**src/rtl/mmio_bridge_pkg.sv**
```systemverilog
// mmio_bridge_pkg: I/O address map, decode bits and read-source encoding
// shared by the MMIO bridge and its TX FIFO.
package mmio_bridge_pkg;

    localparam logic [31:0] IO_RX_ADDR  = 32'h0003_0000;
    localparam logic [31:0] IO_CNT_ADDR = 32'h0003_0004;
    localparam int          IO_DEC_HI   = 17;
    localparam int          IO_DEC_LO   = 16;
    localparam logic [1:0]  IO_DEC_SEL  = 2'b11;

    typedef enum logic [2:0] {
        SRC_RAM,
        SRC_RX,
        SRC_CNT,
        SRC_SNAP,
        SRC_ZERO
    } rd_src_e;

    function automatic logic is_io_addr(input logic [1:0] dec);
        return dec == IO_DEC_SEL;
    endfunction

endpackage

```
**src/rtl/mmio_bridge_if.sv**
```systemverilog
// mmio_bridge_if: CPU-side memory bus of the bridge (address, write data/strobe,
// read data and the TX back-pressure flag).
interface mmio_bridge_if;
    logic [31:0] mem_a;
    logic [7:0]  mem_dout;
    logic        mem_wr;
    logic [7:0]  mem_din;
    logic        io_buffer_full;

    modport master (output mem_a, mem_dout, mem_wr, input mem_din, io_buffer_full);
    modport slave  (input mem_a, mem_dout, mem_wr, output mem_din, io_buffer_full);
endinterface

```
**src/rtl/mmio_tx_fifo.sv**
```systemverilog
// mmio_tx_fifo: circular byte FIFO with a count register feeding the UART
// transmitter; pushes into a full FIFO are dropped.
module mmio_tx_fifo #(
    parameter int AW = 3
) (
    input  logic       clk,
    input  logic       rst,
    input  logic       push,
    input  logic [7:0] push_data,
    input  logic       pop_ready,
    output logic [7:0] head,
    output logic       valid,
    output logic       near_full
);
    localparam int            DEPTH    = 1 << AW;
    localparam logic [AW:0]   FULL_CNT = (AW+1)'(DEPTH);
    localparam logic [AW:0]   NEAR_CNT = (AW+1)'(DEPTH - 1);
    localparam logic [AW:0]   CNT_ONE  = (AW+1)'(1);
    localparam logic [AW-1:0] PTR_ONE  = AW'(1);

    logic [7:0]    mem [DEPTH];
    logic [AW-1:0] wr_ptr, rd_ptr;
    logic [AW:0]   count;
    logic          pop, push_ok;

    assign valid     = count != '0;
    assign pop       = valid & pop_ready;
    assign push_ok   = push & (count != FULL_CNT);
    assign head      = mem[rd_ptr];
    // One slot of slack so a write already in flight still fits.
    assign near_full = count >= NEAR_CNT;

    always_ff @(posedge clk) begin
        if (push_ok) mem[wr_ptr] <= push_data;
    end

    always_ff @(posedge clk) begin
        if (rst) begin
            wr_ptr <= '0;
            rd_ptr <= '0;
            count  <= '0;
        end else begin
            if (push_ok) wr_ptr <= wr_ptr + PTR_ONE;
            if (pop)     rd_ptr <= rd_ptr + PTR_ONE;
            case ({push_ok, pop})
                2'b10:   count <= count + CNT_ONE;
                2'b01:   count <= count - CNT_ONE;
                default: count <= count;
            endcase
        end
    end

endmodule

```
**src/rtl/mmio_bridge.sv**
```systemverilog
// mmio_bridge: splits CPU accesses between RAM and UART/counter MMIO registers.
// Define MMIO_CYCLE_COUNTER_EN to build the cycle counter and its snapshot.
module mmio_bridge
    import mmio_bridge_pkg::*;
#(
    parameter int TX_FIFO_WIDTH  = 3,
    parameter int RAM_ADDR_WIDTH = 17
) (
    input  logic                      clk_in,
    input  logic                      rst_in,
    input  logic                      rdy_in,
    mmio_bridge_if.slave              cpu,
    output logic                      ram_wr,
    output logic [RAM_ADDR_WIDTH-1:0] ram_addr,
    output logic [7:0]                ram_wdata,
    input  logic [7:0]                ram_rdata,
    output logic [7:0]                tx_data,
    output logic                      tx_valid,
    input  logic                      tx_ready,
    input  logic [7:0]                rx_data,
    input  logic                      rx_valid,
    output logic                      rx_pop,
    output logic                      halt
);
    logic       io_hit, rd_en, wr_en, rx_hit, cnt_hit;
    logic       push, near_full;
    logic [7:0] push_data;
    rd_src_e    src_d, src_q;
    logic [7:0] rx_q, hold_q, sel_data, din;
    logic       frz_q, halt_q;

    assign io_hit  = is_io_addr(cpu.mem_a[IO_DEC_HI:IO_DEC_LO]);
    assign rd_en   = rdy_in & ~cpu.mem_wr;
    assign wr_en   = rdy_in & cpu.mem_wr;
    assign rx_hit  = io_hit & (cpu.mem_a == IO_RX_ADDR);
    assign cnt_hit = io_hit & (cpu.mem_a == IO_CNT_ADDR);

    assign ram_wr    = wr_en & ~io_hit;
    assign ram_addr  = cpu.mem_a[RAM_ADDR_WIDTH-1:0];
    assign ram_wdata = cpu.mem_dout;
    assign rx_pop    = ~rst_in & rd_en & rx_hit & rx_valid;
    assign halt      = halt_q;

    // The halt write pushes a 0x00 terminator; zero writes to the data port are ignored.
    assign push      = wr_en & (cnt_hit | (rx_hit & (cpu.mem_dout != 8'h00)));
    assign push_data = cnt_hit ? 8'h00 : cpu.mem_dout;

    always_comb begin
        src_d = SRC_ZERO;
        if (!cpu.mem_wr) begin
            if (!io_hit)      src_d = SRC_RAM;
            else if (rx_hit)  src_d = rx_valid ? SRC_RX : SRC_ZERO;
`ifdef MMIO_CYCLE_COUNTER_EN
            else if (cnt_hit) src_d = SRC_CNT;
            else if (cpu.mem_a[31:2] == IO_CNT_ADDR[31:2]) src_d = SRC_SNAP;
`endif
        end
    end

    always_ff @(posedge clk_in) begin
        if (rst_in) begin
            src_q  <= SRC_ZERO;
            rx_q   <= '0;
            hold_q <= '0;
            frz_q  <= 1'b0;
            halt_q <= 1'b0;
        end else begin
            frz_q  <= ~rdy_in;
            hold_q <= din;
            if (rdy_in) begin
                src_q <= src_d;
                rx_q  <= rx_data;
            end
            if (wr_en & cnt_hit) halt_q <= 1'b1;
        end
    end

`ifdef MMIO_CYCLE_COUNTER_EN
    logic [31:0] cnt_q, snap_q;
    logic [1:0]  byte_q;
    logic [7:0]  snap_byte;

    always_ff @(posedge clk_in) begin
        if (rst_in) begin
            cnt_q  <= '0;
            snap_q <= '0;
            byte_q <= '0;
        end else if (rdy_in) begin
            cnt_q  <= cnt_q + 32'd1;
            byte_q <= cpu.mem_a[1:0];
            if (rd_en & cnt_hit) snap_q <= cnt_q;
        end
    end

    // Byte 0 is read from the freshly latched snapshot, so it equals the live count.
    assign snap_byte = snap_q[{byte_q, 3'b000} +: 8];
`endif

    always_comb begin
        sel_data = 8'h00;
        case (src_q)
            SRC_RAM:  sel_data = ram_rdata;
            SRC_RX:   sel_data = rx_q;
`ifdef MMIO_CYCLE_COUNTER_EN
            SRC_CNT,
            SRC_SNAP: sel_data = snap_byte;
`endif
            default:  sel_data = 8'h00;
        endcase
    end

    // While stalled the RAM keeps following the address, so replay the last value.
    assign din         = frz_q ? hold_q : sel_data;
    assign cpu.mem_din = din;

    mmio_tx_fifo #(.AW(TX_FIFO_WIDTH)) u_tx_fifo (
        .clk       (clk_in),
        .rst       (rst_in),
        .push      (push),
        .push_data (push_data),
        .pop_ready (tx_ready),
        .head      (tx_data),
        .valid     (tx_valid),
        .near_full (near_full)
    );

    assign cpu.io_buffer_full = near_full;

endmodule

```
**src/flat_wrapper.sv**
```systemverilog
// flat-port wrapper written by rule: the top's interface ports become plain ports
module mmio_bridge_flat import mmio_bridge_pkg::*;
#(
    parameter int TX_FIFO_WIDTH  = 3,
    parameter int RAM_ADDR_WIDTH = 17
)
  (clk_in, rst_in, rdy_in, ram_wr, ram_addr, ram_wdata, ram_rdata, tx_data, tx_valid, tx_ready, rx_data, rx_valid, rx_pop, halt, cpu_mem_a, cpu_mem_dout, cpu_mem_wr, cpu_mem_din, cpu_io_buffer_full);
  mmio_bridge_if cpu_i ();
  input  logic clk_in;
  input  logic rst_in;
  input  logic rdy_in;
  output logic ram_wr;
  output logic [RAM_ADDR_WIDTH-1:0] ram_addr;
  output logic [7:0] ram_wdata;
  input  logic [7:0] ram_rdata;
  output logic [7:0] tx_data;
  output logic tx_valid;
  input  logic tx_ready;
  input  logic [7:0] rx_data;
  input  logic rx_valid;
  output logic rx_pop;
  output logic halt;
  input wire logic [$bits(cpu_i.mem_a)-1:0] cpu_mem_a;
  input wire logic [$bits(cpu_i.mem_dout)-1:0] cpu_mem_dout;
  input wire logic [$bits(cpu_i.mem_wr)-1:0] cpu_mem_wr;
  output wire logic [$bits(cpu_i.mem_din)-1:0] cpu_mem_din;
  output wire logic [$bits(cpu_i.io_buffer_full)-1:0] cpu_io_buffer_full;
  assign cpu_i.mem_a = cpu_mem_a;
  assign cpu_i.mem_dout = cpu_mem_dout;
  assign cpu_i.mem_wr = cpu_mem_wr;
  assign cpu_mem_din = cpu_i.mem_din;
  assign cpu_io_buffer_full = cpu_i.io_buffer_full;
  mmio_bridge #(.TX_FIFO_WIDTH(TX_FIFO_WIDTH), .RAM_ADDR_WIDTH(RAM_ADDR_WIDTH)) u_core (.clk_in(clk_in), .rst_in(rst_in), .rdy_in(rdy_in), .cpu(cpu_i), .ram_wr(ram_wr), .ram_addr(ram_addr), .ram_wdata(ram_wdata), .ram_rdata(ram_rdata), .tx_data(tx_data), .tx_valid(tx_valid), .tx_ready(tx_ready), .rx_data(rx_data), .rx_valid(rx_valid), .rx_pop(rx_pop), .halt(halt));
endmodule
```
**config.mk**
```make
export PLATFORM = sky130hd
export DESIGN_NAME = mmio_bridge_flat
export DESIGN_NICKNAME = d
export VERILOG_FILES = /design/src/rtl/mmio_bridge_pkg.sv /design/src/rtl/mmio_bridge_if.sv /design/src/rtl/mmio_tx_fifo.sv /design/src/rtl/mmio_bridge.sv /design/src/flat_wrapper.sv
export SDC_FILE = /design/constraint.sdc
export NUM_CORES = 1
export LEC_CHECK = 0
export BUFFER_PORTS_ARGS = -buffer_cell sky130_fd_sc_hd__buf_2
export CAP_MARGIN = 20
export CORE_MARGIN = 4
export CORE_UTILIZATION = 40
export CTS_CLUSTER_SIZE = 14
export DETAILED_ROUTE_END_ITERATION = 10
export GPL_TIMING_DRIVEN = 0
export MAX_ROUTING_LAYER = met4
export RECOVER_POWER = 50
export SLEW_MARGIN = 30
export SYNTH_ARGS = -nofsm -noshare
export SYNTH_HDL_FRONTEND = slang
export SYNTH_SLANG_ARGS = --single-unit
```
**constraint.sdc**
```tcl
create_clock -name clk_in -period 3.5 [get_ports clk_in]
set_input_delay 0.525 -clock clk_in [delete_from_list [all_inputs] [get_ports clk_in]]
set_output_delay 0.525 -clock clk_in [all_outputs]
set_load 0.02 [all_outputs]
```
; ---- Yosys cells after proc, flatten, opt, wreduce, memory -nomap -nowiden
; Memory sizes are Yosys's and may differ from the RTL's. A register that Yosys moved wholly into a read port is not among the register bits.
; Index checks and enable logic that the tools add are counted.
[totals]
ff_bits = 31
mem_bits_rw = 64
in_bits = 62
wordCells = 55
mem_count = 1
[classes]
n_addsub = 4
magnitude_cmp = 1
n_eq_ne = 7
mux = 12
bitwise_logic = 18
n_reduce_logical = 4
[memory_table]
columns = name, words, width, read_ports, rd_clocked_by_memory_dff, write_ports, line_no
row1 = u_core.u_tx_fifo.mem, 8, 8, 1, 1, 1, mmio_tx_fifo.sv:21  ; logic [7:0] mem [DEPTH];
[ops]
columns = operator, n
row1 = "32-bit by 18-bit == test with 1-bit output, second input constant", 2
row2 = 3-bit 2-to-1 mux, 6
row3 = 8-bit 2-to-1 mux, 2
row4 = 8-bit case mux with 2 select lines, 1
row5 = 1-bit bitwise AND, 13
row6 = 4-bit case mux with 2 select lines, 1
row7 = 8-bit nonzero test, 1
row8 = "3-bit by 1-bit adder with 3-bit output, second input constant", 2
row9 = "4-bit by 1-bit adder with 4-bit output, second input constant", 1
row10 = "2-bit == test, second input constant", 2
row11 = "4-bit by 3-bit greater-or-equal comparator with 1-bit output, second input constant", 1
row12 = "4-bit != test, second input constant", 1
row13 = 1-bit NOT, 4
row14 = 4-bit nonzero test, 1
row15 = "4-bit by 1-bit subtractor with 4-bit output, second input constant", 1
row16 = "3-bit by 1-bit == test with 1-bit output, second input constant", 1
row17 = 3-bit logical NOT, 1
row18 = "2-bit by 1-bit == test with 1-bit output, second input constant", 1
row19 = 1-bit 2-to-1 mux, 2
row20 = 2-bit nonzero test, 1
row21 = 1-bit bitwise OR, 1

; ---- Depth between registers and ports, before layout
; Gate-level depths: netlist of the first run.
[depth]
word_depth = 8
ltp_mapped = 12

; ---- Hierarchy
; A second synthesis of the first run with hierarchy kept.
[hier_totals]
hier_cells = 309
hier_area_um2 = 4390.5
[by_module_without_submodules]
columns = mod, instances, cells_per_inst, area_each_um2
row1 = mmio_tx_fifo, 1, 170, 3148.0
row2 = mmio_bridge, 1, 139, 1242.4

; ---- Worst setup path before layout of the first run
; Ideal clock, no wire load.
[synth_path]
path_kind = input-to-reg
from = input cpu_mem_a[8]
to = register u_core.u_tx_fifo.count[2]
setup_time_ps = 71
arrival_time_ps = 2505
required_time_ps = 3429
slack_ps = 924
stages = 11
path_buffers = 0
path_cell_list = and4bb_2 -> and4_1 -> and4_4 -> inv_2 -> ha_1 -> xor2_1 -> ha_1 -> a21oi_1 -> xor2_1 -> or3_1 -> a21oi_1
[synth_between]
elab_chain_len = 8
elab_cells_between_ends = 12
cone_classes = eq/ne (4) / mux (1) / bitwise (6) / reduce/logical (1)
[synth_lines]
columns = item, line_no
row1 = "start, declared", flat_wrapper.sv:23  ; input wire logic [$bits(cpu_i.mem_a)-1:0] cpu_mem_a;
row2 = 32-bit by 18-bit == test with 1-bit output, mmio_bridge.sv:35  ; assign rx_hit = io_hit & (cpu.mem_a == IO_RX_ADDR);
row3 = 1-bit bitwise AND, mmio_bridge.sv:35
row4 = 1-bit bitwise AND, mmio_bridge.sv:45  ; assign push = wr_en & (cnt_hit | (rx_hit & (cpu.mem_dout != 8'h00)));
row5 = 1-bit bitwise OR (*), mmio_bridge.sv:45
row6 = 1-bit bitwise AND (*), mmio_bridge.sv:45
row7 = 1-bit bitwise AND (*), mmio_tx_fifo.sv:28  ; assign push_ok = push & (count != FULL_CNT);
row8 = 2-bit by 1-bit == test with 1-bit output or 2-bit == test (tied branches), mmio_tx_fifo.sv:45  ; case ({push_ok, pop})
row9 = 4-bit case mux with 2 select lines or 2-bit nonzero test (tied branches), -
row10 = "end signal, assigned", mmio_tx_fifo.sv:46  ; 2'b10: count <= count + CNT_ONE;
row11 = "end signal, assigned", mmio_tx_fifo.sv:47  ; 2'b01: count <= count - CNT_ONE;
row12 = "end signal, assigned", mmio_tx_fifo.sv:48  ; default: count <= count;
row13 = "end, declared", mmio_tx_fifo.sv:23  ; logic [AW:0] count;
; Every way passes the cells marked *; elsewhere a longest branch is shown, timed or not.
; A chain may end at the register's enable or synchronous reset.

; ---- Worst setup path in the final report of the first run
[layout_path]
from = input cpu_mem_dout[3]
to = register u_core.u_tx_fifo.count[2]
[layout_between]
elab_chain_len = 7
elab_cells_between_ends = 9
cone_classes = eq/ne (2) / mux (1) / bitwise (4) / reduce/logical (2)
[layout_lines]
columns = item, line_no
row1 = "start, declared", flat_wrapper.sv:24  ; input wire logic [$bits(cpu_i.mem_dout)-1:0] cpu_mem_dout;
row2 = 8-bit nonzero test (*), mmio_bridge.sv:45
row3 = 1-bit bitwise AND (*), mmio_bridge.sv:45
row4 = 1-bit bitwise OR (*), mmio_bridge.sv:45
row5 = 1-bit bitwise AND (*), mmio_bridge.sv:45
row6 = 1-bit bitwise AND (*), mmio_tx_fifo.sv:28
row7 = 2-bit by 1-bit == test with 1-bit output or 2-bit == test (tied branches), mmio_tx_fifo.sv:45
row8 = 4-bit case mux with 2 select lines or 2-bit nonzero test (tied branches), -
; Marks and branches as above.

==> impl_metrics.py, run 1 <==
metrics = {
    "run_status": {
        "status": "completed",
    },
    "clock_tree": {
        "cts-root-buf": "clkbuf_8",
        "holdBufCountCts": 0,
        "ctsHtreeMaxLevel": 3,
        "clock_path_buffers": 2,
        "cts_resized": 0,
        "clock_latency_ns": 0.36,
        "path_clk_slew_ns": 0.09,
        "cts_setup_buffers": 0,
        "numCtsBuffers": 9,
        "clkSinkCount": 97,
        "cts_tree": "built",
    },
    "place": {
        "port_buffers": 106,
        "placed_area_um2": 5142,
        "hpwl_um": 6983,
        "gp_congestion": 0.7681,
    },
    "job": {
        "max_cap_viol_count": 0,
    },
    "sta": {
        "drv_slew": 0,
        "setup_tns_ns": 0,
        "skew_ns": 0.01287,
        "finalSetupViolCount": 0,
        "rsz0062_at_grt": "false",
        "max_freq_mhz": 351.3,
        "finalCritPeriodShare": 0.8134,
        "period_minus_slack_ns": 2.847,
        "max_slew_margin": 0.4702,
        "hold_viol": 0,
        "worstMarginPinSlew_ns": 0.7904,
    },
    "layout": {
        "areaGrowthSynthToFinish_pct": 21.44,
        "final_layout_size_suffix_gt1_frac": 0.3401,
        "fin_nets": 503,
        "diodes": 0,
        "design_area_um2": 5300,
    },
    "yosys": {
        "ys_types": 43,
        "synth_edf_count": 64,
        "synthCells": 315,
        "synth_ff_type": "edfxtp_1",
        "seq_area_frac_synth": 0.5917,
        "synth_commonest_cells": "64 x edfxtp_1, 33 x dfxtp_1, 25 x buf_4",
        "yosys.area.top_type": "edfxtp_1",
        "synth_area_per_cell_um2": 13.85,
        "syn_area_um2": 4364,
        "synthTopCellsByArea": "edfxtp_1 44%, dfxtp_1 15%, mux4_1 9.0%, buf_4 4.3%, mux2i_1 4.1%",
        "synth.most_common_cell": "edfxtp_1",
        "postSynth.asyncResetShare": 0,
        "yosys_warnings": 0,
        "synth_top_area_share": 0.4404,
        "syn-num-nets": 382,
        "synth-seq-cells": 97,
    },
    "floorplan": {
        "die_area_um2": 12650,
        "core-area_um2": 10460,
        "die_w_um": 112.5,
        "io_pins": 108,
        "num_rows": 37,
        "start_util": 0.4171,
        "fp.dieH_um": 112.5,
    },
    "drt": {
        "routed-wl-met3_um": 538,
        "vias": 2891,
        "first_iter_violations": 103,
        "top_layer_used": "met4",
        "post_drt_wl_per_cell_um": 16.40,
        "route.met2.wl_um": 4602,
        "wl_met1_um": 4211,
        "post_drt_via_cell_ratio": 5.010,
        "ant_nets": 0,
        "drc": 0,
        "firstDrtPassIters": 4,
        "routed_wl_um": 9463,
    },
    "global_routing": {
        "grt_max_degree": 18,
        "grt_pass1_vias": 2963,
        "antenna_found_initial": 0,
        "grt_pass1_wl_um": 14980,
        "grtUsageTotal": 0.1571,
        "grt_overflow": 0,
    },
    "critical_path": {
        "cpMaxStageDelayCell": "nor4_1",
        "worst_ep_required_time_ns": 3.80,
        "cp-end-kind": "flip-flop",
        "slowest_delay_ns": 0.52,
        "critPathMaxFanout": 10,
        "path_delay_family": "simple AND/OR/NAND/NOR gates",
        "arrival_ns": 3.14,
        "path_buf_inv": 2,
        "cp_cell_sequence": "buf_2 -> nor4_1 -> nand3_1 -> and4_1 -> inv_2 -> ha_1 -> xor2_1 -> ha_1 -> a21oi_1 -> xor2_1 -> or3_1 -> a21oi_1",
        "crit_path_start_kind": "input port",
        "worst-setup-path-type": "input port to flip-flop",
        "reg2reg_slack_ns": 0.73,
    },
    "power_and_ir_drop": {
        "peakVddDrop_v": 0.0002109,
        "power_density_nw_per_um2": 399.8,
        "leakage_nw": 2.004,
    },
    "hold_path": {
        "hold_path.class": "input port to flip-flop",
    },
}
-- area by class of cell --
type,count,area [um^2]
Buffer,40,272.8
Clock buffer,10,127.6
Clock inverter,6,75.07
Fill cell,976,5162
Inverter,5,18.77
Multi-Input combinational cell,173,1531
Sequential cell,97,2582
Tap cell,136,170.2
Timing Repair Buffer,110,521.8
-- through the flow --
stage | total power [mW] | setup slack, ns | utilization | hold WS, ns | cells
final | 2.119 | 0.6532 | 0.5066 | 0.3899 | 577
after global placement | 1.406 | -0.2506 | 0.4841 | 0.4639 | 557
after CTS | 2.143 | 0.6827 | 0.5109 | 0.3740 | 577
after floorplan | 1.338 | 0.9245 | - | 0.4541 | 315
after detailed placement | 1.409 | 0.3130 | 0.4915 | 0.4599 | 561
after global routing | 2.205 | 0.4559 | 0.5066 | 0.3845 | 577
-- state kept, by name, summed over array words and instances (netlist names), named ones only --
signal / count
u_core.u_tx_fifo.mem: 64
u_core.src_q: 2
u_core.u_tx_fifo.rd_ptr: 3
u_core.u_tx_fifo.count: 4
u_core.u_tx_fifo.wr_ptr: 3
u_core.hold_q: 8
u_core.frz_q: 1
u_core.rx_q: 8
u_core.halt: 1
-- power breakdown --
| part | leakage [nW] | total, mW | internal, mW | switching (mW) |
|---|---|---|---|---|
| combinational | 1.06 | 0.148 | 0.0654 | 0.0830 |
| clock | 0.0990 | 0.742 | 0.341 | 0.401 |
| sequential | 0.843 | 1.23 | 1.23 | 0.00362 |
-- worst register-to-register path: stages, from the launching register on --
cell      delay (ns)
dfxtp_1         0.30
clkbuf_1        0.18
nor3_1          0.33
a21oi_1         0.11
and4_1          0.26
inv_2           0.23
ha_1            0.31
xor2_1          0.17
ha_1            0.16
a21oi_1         0.05
xor2_1          0.17
or3_1           0.31
a21oi_1         0.14
-- worst paths after layout --
| kind | cells after the start | start | to |
|---|---|---|---|
| worst max register to register | 12 | u_core.u_tx_fifo.count[1]$_SDFFE_PP0P_ | u_core.u_tx_fifo.count[2]$_SDFFE_PP0P_ |
| worst max-delay path | 12 | cpu_mem_dout[3] | u_core.u_tx_fifo.count[2]$_SDFFE_PP0P_ |
| worst min register to register | 1 | u_core.halt$_SDFFE_PP0P_ | u_core.halt$_SDFFE_PP0P_ |
| worst min-delay path | 3 | rx_data[2] | u_core.rx_q[2]$_SDFFE_PP0P_ |
-- cell usage in the layout (no fill, tap or decap), types with 2 or more instances in the layout --
master | Yosys | routed
o21ai_0 | 10 | 10
nor4_2 | 0 | 2
nor4b_4 | 0 | 2
mux2i_1 | 18 | 18
nand2b_1 | 2 | 2
clkinv_4 | 0 | 2
buf_2 | 5 | 81
clkbuf_8 | 0 | 9
xor2_1 | 5 | 5
mux4_1 | 15 | 15
nand2_1 | 15 | 15
nor2b_1 | 9 | 9
dfxtp_1 | 33 | 33
nand3_1 | 4 | 4
ha_1 | 5 | 5
inv_1 | 4 | 4
mux2_2 | 10 | 10
and4_1 | 3 | 4
nor4_1 | 9 | 7
and3_1 | 3 | 3
and2_0 | 0 | 9
nor3_2 | 0 | 4
edfxtp_1 | 64 | 64
buf_4 | 25 | 28
clkbuf_1 | 6 | 38
a21oi_1 | 9 | 9
nor3_1 | 9 | 5
nor2_1 | 22 | 22
-- cells by family (layout without fill, tap and decap cells) --
kind of cell,Yosys count,in the layout,share of synthesized area
mux,44,44,0.1626
xor+xnor,5,5,0.01003
simple gates,95,95,0.1227
fa+ha+maj,5,5,0.01433
flops,97,97,0.5917
buf+inv,45,171,0.06737
compound gates,24,24,0.03125
-- routing by layer --
metal  vias up  track usage
met4         0      0.04808
met1      1376       0.1947
met5         -            -
met3         9      0.03774
li1       1403            -
met2       103       0.2563
No activity file was read; power rests on OpenSTA's default activity.
==> run 2, diff against run 1 <==
==> constraint.sdc (replaced) <==
create_clock -name clk_in -period 2.8 [get_ports clk_in]
set_input_delay 0.42 -clock clk_in [delete_from_list [all_inputs] [get_ports clk_in]]
set_output_delay 0.42 -clock clk_in [all_outputs]
set_load 0.02 [all_outputs]
==> run 2 against run 1 <==
Design area grew 0.47%; hold slack lost 0.10 ns; first-iteration DRC count grew 11%; clock power grew 24%.
==> impl_metrics.py, run 2 (synthesis gave the netlist of run 1 again) <==
metrics = {
    "run_status": {
        "status": "completed",
    },
    "sta": {
        "setup_tns_ns": 0,
        "max_slew_margin": 0.4652,
        "holdWs_ns": 0.2856,
        "skew_ns": 0.01081,
        "period_minus_slack_ns": 2.652,
        "worstMarginPinSlew_ns": 0.7978,
        "drv_slew": 0,
        "max_freq_mhz": 377.1,
        "hold_viol": 0,
        "finalCritPeriodShare": 0.9470,
        "finalSetupViolCount": 0,
    },
    "critical_path": {
        "crit_path_start_kind": "flip-flop",
        "critPathMaxFanout": 10,
        "worst_ep_required_time_ns": 2.38,
        "arrival_ns": 2.23,
        "worst-setup-path-type": "flip-flop to primary output",
        "cp-end-kind": "primary output",
    },
    "drt": {
        "wl_met1_um": 4213,
        "first_iter_violations": 114,
        "ant_nets": 0,
        "routed-wl-met3_um": 533,
        "top_layer_used": "met4",
        "drc": 0,
        "firstDrtPassIters": 4,
        "route.met2.wl_um": 4629,
        "post_drt_wl_per_cell_um": 16.44,
        "vias": 2880,
        "post_drt_via_cell_ratio": 4.991,
        "routed_wl_um": 9484,
    },
    "layout": {
        "final_layout_size_suffix_gt1_frac": 0.3537,
        "areaGrowthSynthToFinish_pct": 22.02,
        "multi_input_area_um2": 1555,
        "reg_top3": "u_core.u_tx_fifo.mem: 64 flops, u_core.hold_q: 8 flops, u_core.rx_q: 8 flops",
        "fillers": 972,
        "diodes": 0,
        "largest_reg_flops": 64,
        "design_area_um2": 5325,
        "fin_nets": 503,
        "seq_area_um2": 2582,
        "max_flop_register": "u_core.u_tx_fifo.mem",
        "layout_common_cells": "82 x buf_2, 64 x edfxtp_1, 37 x clkbuf_1",
        "layout_commonest_cell": "buf_2",
    },
    "floorplan": {
        "fp.dieH_um": 112.5,
        "core-area_um2": 10460,
        "die_w_um": 112.5,
        "io_pins": 108,
        "start_util": 0.4171,
        "die_area_um2": 12650,
        "num_rows": 37,
    },
    "clock_tree": {
        "ctsHtreeMaxLevel": 3,
        "clock_path_buffers": 2,
        "clkSinkCount": 97,
        "numCtsBuffers": 9,
        "clock_latency_ns": 0.36,
        "cts_setup_buffers": 0,
        "cts_tree": "built",
        "holdBufCountCts": 0,
        "cts-root-buf": "clkbuf_8",
        "path_clk_slew_ns": 0.09,
    },
    "hold_path": {
        "hold_path.class": "input port to flip-flop",
    },
    "power_and_ir_drop": {
        "leakage_nw": 2.011,
        "power_density_nw_per_um2": 497.0,
        "peakVddDrop_v": 0.0002636,
        "total_power_mw": 2.646,
    },
    "job": {
        "max_cap_viol_count": 0,
    },
    "global_routing": {
        "grt_max_degree": 18,
        "grt_pass1_wl_um": 14980,
        "grt_overflow": 0,
        "grtUsageTotal": 0.1571,
        "antenna_found_initial": 0,
        "grt_pass1_vias": 2963,
    },
    "place": {
        "gp_congestion": 0.7681,
        "hpwl_um": 6983,
        "placed_area_um2": 5142,
        "port_buffers": 106,
    },
}
run 2: cell types whose count changed in the layout (fill, tap and decap cells not counted), sizes merged:
cell | before | now
buf | 112 | 113
clkbuf | 48 | 47
run 2: layer usage:
| metal | global-route usage | vias to the layer above |
|---|---|---|
| met5 | - | - |
| met4 | 0.04808 | 0 |
| met3 | 0.03774 | 9 |
| met2 | 0.2563 | 95 |
| met1 | 0.1947 | 1375 |
| li1 | - | 1401 |
run 2: metrics by stage:
step | utilization | instances | setup WS, ns
floorplan | - | 315 | 0.3295
global placement | 0.4841 | 557 | -0.8456
detailed placement | 0.4915 | 561 | -0.2820
CTS | 0.5109 | 577 | 0.06966
global route | 0.5090 | 577 | -0.008766
finish | 0.5090 | 577 | 0.1483
run 2: area by class of cell:
| type | count | share of cell area |
|---|---|---|
| clock buffer | 10 | 0.02397 |
| tap | 136 | 0.03195 |
| clock inverter | 6 | 0.01410 |
| timing repair buffer | 110 | 0.09798 |
| multi-input combinational | 173 | 0.2921 |
| inverter | 5 | 0.003524 |
| buffer | 40 | 0.05146 |
| sequential | 97 | 0.4850 |
run 2: final timing paths:
kind	depth (start not counted)	from	slack [ns]	endpoint
max	5	flip-flop	0.15	tx_data[1]
min	3	rx_data[2]	0.29	u_core.rx_q[2]$_SDFFE_PP0P_
max reg2reg	12	u_core.u_tx_fifo.count[1]$_SDFFE_PP0P_	0.21	u_core.u_tx_fifo.count[2]$_SDFFE_PP0P_
min reg2reg	1	u_core.halt$_SDFFE_PP0P_	0.50	u_core.halt$_SDFFE_PP0P_
run 2: worst max-delay path, cell delays in order, from the launching register on:
cell	delay [ns]
dfxtp_1	0.32
clkbuf_1	0.39
buf_2	0.38
mux4_1	0.34
mux2_2	0.29
buf_2	0.16
run 2: power breakdown:
part	internal (mW)	total [mW]	switching, mW
combinational	0.0822	0.187	0.105
sequential	1.53	1.54	0.00452
clock	0.426	0.923	0.497
run 2: repair_timing:
item	4_1_cts	5_1_grt
hold endpoints to repair	0	0
gates resized for setup	0	3
endpoints found under the setup margin	0	2
==> run 3, diff against run 2 <==
--- a/config.mk
+++ b/config.mk
@@ -5,9 +5,10 @@
 export SDC_FILE = /design/constraint.sdc
 export NUM_CORES = 1
 export LEC_CHECK = 0
+export ABC_AREA = 1
 export BUFFER_PORTS_ARGS = -buffer_cell sky130_fd_sc_hd__buf_2
 export CAP_MARGIN = 20
-export CORE_MARGIN = 4
+export CORE_MARGIN = 1.5
 export CORE_UTILIZATION = 40
 export CTS_CLUSTER_SIZE = 14
 export DETAILED_ROUTE_END_ITERATION = 10
==> run 3 against run 2 <==
Setup slack improved by 0.19 ns; sequential share of layout area fell by 1.6 points; maximum frequency rose by 7.6%; flip-flop and latch count did not move; synthesized cell count rose by 62%; area after synthesis rose by 3.5%; die area fell by 5.6%; clock power rose by 38%; largest cell class unchanged; largest power group unchanged.
==> impl_metrics.py, run 3 <==
metrics = {
    "run_status": {
        "status": "completed",
    },
    "drt": {
        "first_iter_violations": 162,
        "post_drt_wl_per_cell_um": 13.84,
        "ant_nets": 0,
        "drc": 0,
        "vias": 3712,
        "post_drt_via_cell_ratio": 4.802,
        "firstDrtPassIters": 5,
        "routed_wl_um": 10700,
    },
    "sta": {
        "finalSetupViolCount": 0,
        "finalCritPeriodShare": 0.8804,
        "skew_ns": 0.01112,
        "worstMarginPinSlew_ns": 0.8521,
        "drv_slew": 0,
        "holdWs_ns": 0.2753,
        "setup_tns_ns": 0,
        "max_freq_mhz": 405.6,
        "max_slew_margin": 0.4298,
        "period_minus_slack_ns": 2.465,
        "hold_viol": 0,
        "setup_slack_ns": 0.3348,
        "rsz0062_at_grt": "false",
    },
    "layout": {
        "fillers": 1082,
        "layout.cells.non_filler": 773,
        "reg_top3": "u_core.u_tx_fifo.mem: 64 flops, u_core.hold_q: 8 flops, u_core.rx_q: 8 flops",
        "fin_nets": 695,
        "layout_commonest_cell": "nor2_1",
        "final_layout_size_suffix_gt1_frac": 0.2022,
        "max_flop_register": "u_core.u_tx_fifo.mem",
        "layout_common_cells": "98 x nor2_1, 80 x buf_2, 73 x nand2_1",
        "diodes": 0,
        "fin_util": 0.5031,
        "largest_reg_flops": 64,
        "areaGrowthSynthToFinish_pct": 21.83,
        "design_area_um2": 5502,
    },
    "clock_tree": {
        "numCtsBuffers": 9,
        "path_clk_slew_ns": 0.07,
        "ctsHtreeMaxLevel": 3,
        "clkSinkCount": 97,
        "cts_resized": 0,
        "holdBufCountCts": 0,
        "cts_tree": "built",
        "clock_path_buffers": 2,
        "cts_setup_buffers": 0,
        "cts-root-buf": "clkbuf_16",
        "clock_latency_ns": 0.34,
    },
    "yosys": {
        "synthTopCellsByArea": "edfxtp_1 43%, dfxtp_1 15%, nor2_1 7.9%, o21ai_0 6.2%, nand2_1 6.0%",
        "yosys_warnings": 0,
        "synth_commonest_cells": "95 x nor2_1, 72 x nand2_1, 67 x inv_1",
        "synth_top_area_share": 0.4256,
        "synth.most_common_cell": "nor2_1",
        "synth_area_per_cell_um2": 8.854,
        "synth-seq-cells": 97,
        "yosys.area.top_type": "edfxtp_1",
        "synth_edf_count": 64,
        "syn_area_um2": 4516,
        "postSynth.asyncResetShare": 0,
        "seq_area_frac_synth": 0.5719,
        "syn-num-nets": 577,
        "synth_ff_type": "edfxtp_1",
        "ys_types": 29,
        "synthCells": 510,
    },
    "critical_path": {
        "cp_cell_sequence": "clkbuf_1 -> nor2_1 -> o22ai_1 -> nor2_1 -> a31oi_1 -> buf_2",
        "reg2reg_slack_ns": 0.63,
        "path_buf_inv": 2,
        "worst_ep_required_time_ns": 2.38,
        "r2r-end": "u_core.u_tx_fifo.count[2]$_SDFFE_PP0P_",
        "crit-reg2reg-launch": "u_core.u_tx_fifo.count[1]$_SDFFE_PP0P_",
        "path_delay_family": "buffers and inverters",
        "critPathMaxFanout": 10,
        "cpMaxStageDelayCell": "clkbuf_1",
        "arrival_ns": 2.05,
        "rr_worst_depth": 11,
        "worst-setup-path-type": "flip-flop to primary output",
        "cp-end-kind": "primary output",
        "crit_path_start_kind": "flip-flop",
        "slowest_delay_ns": 0.49,
        "path_common_cell": "nor2_1",
    },
    "floorplan": {
        "core-area_um2": 10940,
        "die_area_um2": 11940,
        "num_rows": 38,
        "die_w_um": 109.3,
        "io_pins": 108,
        "start_util": 0.4129,
        "fp.dieH_um": 109.3,
    },
    "global_routing": {
        "grt_max_degree": 19,
        "antenna_found_initial": 0,
        "grtUsageTotal": 0.1969,
        "grt_overflow": 0,
        "grt_pass1_wl_um": 17390,
        "grt_pass1_vias": 3735,
    },
    "hold_path": {
        "hold_depth": 3,
        "holdPathEnd": "u_core.rx_q[1]$_SDFFE_PP0P_",
        "hp-start": "rx_data[1]",
        "hold_path.class": "input port to flip-flop",
    },
    "power_and_ir_drop": {
        "leakage_nw": 2.360,
        "peakVddDrop_v": 0.0005357,
        "power_density_nw_per_um2": 747.8,
        "p_switching_mw": 1.415,
        "swShare": 0.3439,
        "seqPwrFrac": 0.400,
        "combPwrFrac": 0.292,
        "clkPwrFrac": 0.309,
        "total_power_mw": 4.114,
        "p_int_mw": 2.699,
    },
    "place": {
        "placed_cells": 757,
        "placed_area_um2": 5246,
        "pre_cts_slack_ns": 0.2091,
        "port_buffers": 107,
        "gp_congestion": 0.9295,
        "hpwl_um": 7872,
    },
    "job": {
        "max_cap_viol_count": 0,
    },
}
[run 3: cell count changes in the layout (fill, tap and decap cells not counted), moves of 9 or more]
cell | before | now
nand2_1 | 15 | 73
inv_1 | 4 | 67
nor2b_1 | 9 | 0
mux4_1 | 15 | 0
nor2_1 | 22 | 98
clkbuf_16 | 0 | 9
mux2_2 | 10 | 0
nand3_1 | 4 | 17
a21oi_1 | 9 | 18
o21ai_0 | 10 | 56
mux2i_1 | 18 | 0
clkbuf_8 | 9 | 0
[run 3: worst reg2reg max path: cells and delay by family (launching register included)]
| family | cells | cell delay [ns] |
|---|---|---|
| and+or+nand+nor | 2 | 0.21 |
| adders and majority gates | 2 | 0.45 |
| buffers and inverters | 2 | 0.18 |
| xor gates and xnor gates | 2 | 0.26 |
| DFF | 1 | 0.42 |
| AOI/OAI and AO/OA | 3 | 0.55 |
[run 3: kinds of logic after synthesis]
family / synth area share
AOI/OAI and AO/OA: 0.1097
and+or+nand+nor: 0.1901
xor gates and xnor gates: 0.005820
adders and majority gates: 0.01385
buffers and inverters: 0.1086
DFF: 0.5719
[run 3: cell type report]
| cell class | count | area [um^2] | share of cell area |
|---|---|---|---|
| buffer | 36 | 231.5 | 0.04207 |
| sequential | 97 | 2582 | 0.4694 |
| multi-input combinational | 308 | 1443 | 0.2622 |
| clock buffer | 9 | 225.2 | 0.04094 |
| timing repair buffer | 107 | 499.2 | 0.09074 |
| tap | 140 | 175.2 | 0.03184 |
| clock inverter | 7 | 86.33 | 0.01569 |
| inverter | 69 | 259.0 | 0.04708 |
[run 3: routing by layer]
| metal | vias up | global-route usage | part of all wire |
|---|---|---|---|
| met4 | 0 | 0.06215 | 0.010 |
| met3 | 9 | 0.03228 | 0.030 |
| met5 | - | - | 0 |
| met2 | 75 | 0.3371 | 0.51 |
| li1 | 1895 | - | - |
| met1 | 1733 | 0.2377 | 0.45 |
[run 3: worst max-delay path by stage]
stage	from	to	slack [ns]	cells past startpoint
global placement	cpu_mem_a[5]	u_core.u_tx_fifo.mem[2][6]$_DFFE_PP_	-0.05	9
finish	flip-flop	tx_data[0]	0.33	6
global route	cpu_mem_a[5]	u_core.u_tx_fifo.count[2]$_SDFFE_PP0P_	0.18	15
detailed placement	cpu_mem_a[5]	u_core.u_tx_fifo.count[2]$_SDFFE_PP0P_	0.21	15
CTS	flip-flop	tx_data[0]	0.33	6
floorplan	cpu_mem_a[5]	u_core.u_tx_fifo.count[2]$_SDFFE_PP0P_	0.61	14
[run 3: power by group through the flow]
| stage | clock [mW] | combinational (mW) | sequential, mW |
|---|---|---|---|
| final | 1.27 | 1.20 | 1.64 |
| after floorplan | 0 | 0.821 | 1.66 |
| after detailed placement | 0 | 1.21 | 1.68 |
| after global routing | 1.34 | 1.36 | 1.65 |
| after CTS | 1.29 | 1.21 | 1.64 |
| after global placement | 0 | 1.18 | 1.67 |
